### src/rtl/mcu_cond_pkg.sv
// Shared definitions for the conditional-execution and flag logic:
// condition codes, flag bit positions and flag-write request bits.
package mcu_cond_pkg;

    localparam logic [3:0] COND_EQ = 4'h0;
    localparam logic [3:0] COND_NE = 4'h1;
    localparam logic [3:0] COND_CS = 4'h2;
    localparam logic [3:0] COND_CC = 4'h3;
    localparam logic [3:0] COND_MI = 4'h4;
    localparam logic [3:0] COND_PL = 4'h5;
    localparam logic [3:0] COND_VS = 4'h6;
    localparam logic [3:0] COND_VC = 4'h7;
    localparam logic [3:0] COND_HI = 4'h8;
    localparam logic [3:0] COND_LS = 4'h9;
    localparam logic [3:0] COND_GE = 4'hA;
    localparam logic [3:0] COND_LT = 4'hB;
    localparam logic [3:0] COND_GT = 4'hC;
    localparam logic [3:0] COND_LE = 4'hD;
    localparam logic [3:0] COND_AL = 4'hE;

    localparam int unsigned FLAG_N = 3;
    localparam int unsigned FLAG_Z = 2;
    localparam int unsigned FLAG_C = 1;
    localparam int unsigned FLAG_V = 0;

    localparam int unsigned FLAGW_NZ = 1;
    localparam int unsigned FLAGW_CV = 0;

    // Merge new ALU flags into the stored set, pair-wise under the write mask.
    function automatic logic [3:0] merge_flags(
        input logic [3:0] old_flags,
        input logic [3:0] new_flags,
        input logic [1:0] flag_w
    );
        logic [3:0] res;
        res = old_flags;
        if (flag_w[FLAGW_NZ]) begin
            res[FLAG_N] = new_flags[FLAG_N];
            res[FLAG_Z] = new_flags[FLAG_Z];
        end else begin
            res[FLAG_N] = old_flags[FLAG_N];
            res[FLAG_Z] = old_flags[FLAG_Z];
        end
        if (flag_w[FLAGW_CV]) begin
            res[FLAG_C] = new_flags[FLAG_C];
            res[FLAG_V] = new_flags[FLAG_V];
        end else begin
            res[FLAG_C] = old_flags[FLAG_C];
            res[FLAG_V] = old_flags[FLAG_V];
        end
        return res;
    endfunction

endpackage

### src/rtl/cond_check.sv
// Purely combinational evaluation of a 4-bit condition code against N/Z/C/V.
module cond_check
    import mcu_cond_pkg::*;
(
    input  logic [3:0] cond,
    input  logic [3:0] flags,
    output logic       pass
);

    logic n_s;
    logic z_s;
    logic c_s;
    logic v_s;

    assign n_s = flags[FLAG_N];
    assign z_s = flags[FLAG_Z];
    assign c_s = flags[FLAG_C];
    assign v_s = flags[FLAG_V];

    // Condition decode; code F behaves as always.
    always_comb begin
        pass = 1'b1;
        case (cond)
            COND_EQ: pass = z_s;
            COND_NE: pass = ~z_s;
            COND_CS: pass = c_s;
            COND_CC: pass = ~c_s;
            COND_MI: pass = n_s;
            COND_PL: pass = ~n_s;
            COND_VS: pass = v_s;
            COND_VC: pass = ~v_s;
            COND_HI: pass = c_s & ~z_s;
            COND_LS: pass = ~c_s | z_s;
            COND_GE: pass = (n_s == v_s);
            COND_LT: pass = (n_s != v_s);
            COND_GT: pass = ~z_s & (n_s == v_s);
            COND_LE: pass = z_s | (n_s != v_s);
            COND_AL: pass = 1'b1;
            default: pass = 1'b1;
        endcase
    end

endmodule

### src/rtl/cond_flag_unit.sv
// Architectural flag register, condition gating of write strobes and
// saturating executed/squashed instruction counters.
module cond_flag_unit
    import mcu_cond_pkg::*;
#(
    parameter int CNT_W = 16
) (
    input  logic             clk,
    input  logic             rst_n,
    input  logic             in_valid,
    input  logic [3:0]       cond,
    input  logic [1:0]       flag_w,
    input  logic             reg_w,
    input  logic             mem_w,
    input  logic             pc_s,
    input  logic [3:0]       alu_flags,
    input  logic             cnt_clr,
    output logic             cond_ex,
    output logic             reg_w_o,
    output logic             mem_w_o,
    output logic             pc_s_o,
    output logic [3:0]       flags_q,
    output logic [CNT_W-1:0] exec_cnt,
    output logic [CNT_W-1:0] squash_cnt
);

    localparam logic [CNT_W-1:0] CNT_MAX = {CNT_W{1'b1}};
    localparam logic [CNT_W-1:0] CNT_ONE = {{(CNT_W-1){1'b0}}, 1'b1};
    localparam logic [CNT_W-1:0] CNT_ZERO = {CNT_W{1'b0}};

    logic             pass_s;
    logic             exec_evt_s;
    logic             squash_evt_s;
    logic [3:0]       flags_d;
    logic [CNT_W-1:0] exec_cnt_d;
    logic [CNT_W-1:0] exec_cnt_q;
    logic [CNT_W-1:0] squash_cnt_d;
    logic [CNT_W-1:0] squash_cnt_q;

    // Evaluated against the registered flags only: no same-cycle forwarding.
    cond_check u_cond_check (
        .cond  (cond),
        .flags (flags_q),
        .pass  (pass_s)
    );

    assign cond_ex      = pass_s;
    assign reg_w_o      = in_valid & reg_w & pass_s;
    assign mem_w_o      = in_valid & mem_w & pass_s;
    assign pc_s_o       = in_valid & pc_s & pass_s;
    assign exec_evt_s   = in_valid & pass_s;
    assign squash_evt_s = in_valid & ~pass_s;
    assign exec_cnt     = exec_cnt_q;
    assign squash_cnt   = squash_cnt_q;

    // Next flag value: only executed instructions may update flags.
    always_comb begin
        flags_d = flags_q;
        if (exec_evt_s) begin
            flags_d = merge_flags(flags_q, alu_flags, flag_w);
        end else begin
            flags_d = flags_q;
        end
    end

    // Next counter values: clear wins over increment, increments saturate.
    always_comb begin
        exec_cnt_d   = exec_cnt_q;
        squash_cnt_d = squash_cnt_q;
        if (cnt_clr) begin
            exec_cnt_d   = CNT_ZERO;
            squash_cnt_d = CNT_ZERO;
        end else begin
            if (exec_evt_s && (exec_cnt_q != CNT_MAX)) begin
                exec_cnt_d = exec_cnt_q + CNT_ONE;
            end else begin
                exec_cnt_d = exec_cnt_q;
            end
            if (squash_evt_s && (squash_cnt_q != CNT_MAX)) begin
                squash_cnt_d = squash_cnt_q + CNT_ONE;
            end else begin
                squash_cnt_d = squash_cnt_q;
            end
        end
    end

    // State registers.
    always_ff @(posedge clk or negedge rst_n) begin
        if (!rst_n) begin
            flags_q      <= 4'b0000;
            exec_cnt_q   <= CNT_ZERO;
            squash_cnt_q <= CNT_ZERO;
        end else begin
            flags_q      <= flags_d;
            exec_cnt_q   <= exec_cnt_d;
            squash_cnt_q <= squash_cnt_d;
        end
    end

endmodule

### config.mk
export PLATFORM = sky130hd
export DESIGN_NAME = cond_flag_unit
export DESIGN_NICKNAME = d
export VERILOG_FILES = /design/src/rtl/mcu_cond_pkg.sv /design/src/rtl/cond_check.sv /design/src/rtl/cond_flag_unit.sv
export SDC_FILE = /design/constraint.sdc
export NUM_CORES = 1
export LEC_CHECK = 0
export CORE_MARGIN = 2
export CORE_UTILIZATION = 46
export CTS_BUF_LIST = sky130_fd_sc_hd__clkbuf_8
export DETAILED_ROUTE_END_ITERATION = 10
export PLACE_DENSITY = 0.88
export SYNTH_ARGS = -nofsm -noshare
export SYNTH_HDL_FRONTEND = slang
export SYNTH_HIERARCHICAL = 1
export SYNTH_SLANG_ARGS = --single-unit
### constraint.sdc
create_clock -name clk -period 2.5 [get_ports clk]
set_input_delay 0.25 -clock clk [delete_from_list [all_inputs] [get_ports clk]]
set_output_delay 0.25 -clock clk [all_outputs]
set_load 0.02 [all_outputs]
==> metrics.txt <==
status completed; IO Port Bufs 56; Die W ~75 µm; min Tclk post-route between 2 and 2.5 ns; syn_area_per_cell a little under 10 µm²; Fmax about 410 MHz; Avg WL per Cell roughly 16 µm; Core Area 0.00482 mm²; Post-synth EDFFs 0; Yosys cell types 57; top-area cell type share of the netlist area 0.385; Total GRT Usage 0.226; io pins 57; Peak VDD IR 248 µV; Layout Cells excl Fill ~380; share of layout cells above drive strength 1 0.219; CTS tree yes; final setup vio count 0; Pwr Density 538 mW/mm²; vias in the first global route 2097; Static Leakage between 1 and 1.5 nW; Final GP Congestion around 0.84; diode count 0; worst-margin pin slew 0.585 ns; Crit Path Max Fanout 6; initial antenna violation count 0; area fraction in compound gates after synthesis 0.157; Crit. End Element primary output; Die Area 0.00568 mm²; Max-slew headroom 0.607; Max Cap Violations 0; period utilisation layout 0.969; most frequent cell after synthesis dfrtp_1; Clock Latency Late Sink 0.29 ns; Detailed Place HPWL around 4000 µm; Synth Instances between 200 and 250; global-route wire length before repair between 10000 and 15000 µm; synthesized area between 0.002 and 0.0025 mm²; Synth Area in XOR/XNOR 0.0150; Synth warnings 6; final slew viol count 0; grt total ovfl 0; Worst EP required about 2.3 ns; Die Span Y about 75 µm; CTS root buf clkbuf_8; htree depth 2; post-layout util 0.681; Vias/cell between 5 and 6; drt drc 0; Async SR Flop Fraction 1.00; multi-input logic area roughly 0.0014 mm²; unrepaired setup endpoints after global routing false; CTS buffer count 5; fin area ~0.0033 mm²; clk sinks 36; placed cells 372; largest family of logic cells by synthesized area simple AND/OR/NAND/NOR gates; Hold WC Path Type in -> async; DR pass1 iterations 4; pin count of the biggest net entering global routing 41; Final nets between 300 and 400; synth cell count leaders dfrtp_1 (36), a21oi_1 (19), nand2_1 (17), nor2_1 (15), nor2b_1 (11); adder-cell share of the synthesized area 0.0107; Synth Area in Simple Gates 0.307; routed wire length ~6000 µm; Initial Utilization 0.486; sequential cell area fraction in the yosys report 0.385; Startpoint Class register; Register Area ~900 µm²; final hold vios 0; ANT nets after route 0; Setup CP Type reg -> out; total power between 1.5 and 2 mW; syn_nets about 260; initial DRC count between 80 and 90; main flop type after synthesis dfrtp_1; Worst-path clk slew about 0.07 ns; Yosys top cell by area dfrtp_1; number of fill cells ~370; P&R area growth vs syn 40.2%; Clock Skews 0.00373 ns; WP data arrival between 2 and 2.5 ns; clock tree buffer depth 2; row cnt 25; post-synthesis mux area share 0.0823; flops & latches, synth 36; Vias approximately 2200; synth top area cells dfrtp_1 (38%), mux2_4 (4.5%), a21oi_1 (4.1%); DP Area 0.00308 mm²
[cell usage in the layout, fill, tap and decap left out, types with 7 or more instances in the layout]
cell	instances
buf_4	25
or4_1	8
o31ai_1	10
nor2_1	15
a21oi_1	18
nand2_1	17
clkbuf_8	7
clkdlybuf4s50_1	48
nor2b_1	10
nand4_1	9
dfrtp_1	35
mux2_4	7
[worst paths after layout]
kind / startpoint / to / slack [ns] / cells past startpoint
max: flags_q[3]$_DFFE_PN0P_ / mem_w_o / 0.08 / 7
min: rst_n / squash_cnt[12]$_DFFE_PN0P_ / 0.38 / 2
max reg2reg: flags_q[3]$_DFFE_PN0P_ / squash_cnt[10]$_DFFE_PN0P_ / 0.13 / 9
min reg2reg: exec_cnt[14]$_DFFE_PN0P_ / exec_cnt[14]$_DFFE_PN0P_ / 0.56 / 1
max in group asynchronous: rst_n / flags_q[0]$_DFFE_PN0P_ / 1.76 / 2
min in group clk: alu_flags[1] / flags_q[1]$_DFFE_PN0P_ / 0.55 / 2
[layout make-up]
cell class                      instances  share of cell area
Inverter                                6             0.00686
Sequential cell                        36               0.275
Clock buffer                            7              0.0294
Multi-Input combinational cell        184               0.429
Timing Repair Buffer                   82               0.234
Tap cell                               67              0.0255
[routing by layer]
layer / vias to the layer above / wire length [µm] / part of all wire / GRT usage
li1: 1054 / - / - / -
met1: 1083 / 2660 / 0.44 / 0.305
met2: 57 / 3020 / 0.50 / 0.360
met3: 9 / 274 / 0.045 / 0.0489
met4: 0 / 70 / 0.012 / 0.0780
met5: - / 0 / 0 / 0
[worst max-delay path, cell delays in order, from the launching register on]
cell,delay (ns)
dfrtp_1,0.43
a21o_2,0.22
a21oi_1,0.15
o32ai_1,0.10
a211o_2,0.34
buf_4,0.16
and3_1,0.17
dlygate4sd2_1,0.32
[stage by stage]
step	setup slack, ns	TNS (ns)	hold WS, ns
floorplan	0.0123	0	-0.0456
global placement	-0.221	-3.60	0.534
detailed placement	-0.289	-5.06	0.548
CTS	0.0000235	0	0.402
global route	0.0139	0	0.447
finish	0.0778	0	0.383
[cells by family (layout without fill, tap and decap cells)]
logic type / after synthesis / in the layout
buffers and inverters: 17 / 95
adder cells (fa/ha/maj): 2 / 2
AND/OR/NAND/NOR: 110 / 110
multiplexers: 15 / 15
AO/OA/AOI/OAI: 53 / 53
flip-flops: 36 / 36
XOR/XNOR: 4 / 4
[flip-flops by register name, indices dropped and copies added, names as in the netlist]
register and flops:
flags_q 4, exec_cnt 16, squash_cnt 16
[where the power goes]
group	total (mW)	internal [mW]	switching (mW)
Combinational	0.614	0.332	0.283
Clock	0.460	0.246	0.215
Sequential	0.692	0.628	0.0637
[repair_timing]
item | CTS | global route
setup endpoints to repair | 4 | 22
gates cloned | 0 | 0
hold buffers | 0 | 0
pin swaps | 0 | 1
setup buffers | 0 | 3
gates resized for setup | 4 | 19
No activity file was read; power rests on OpenSTA's default activity.
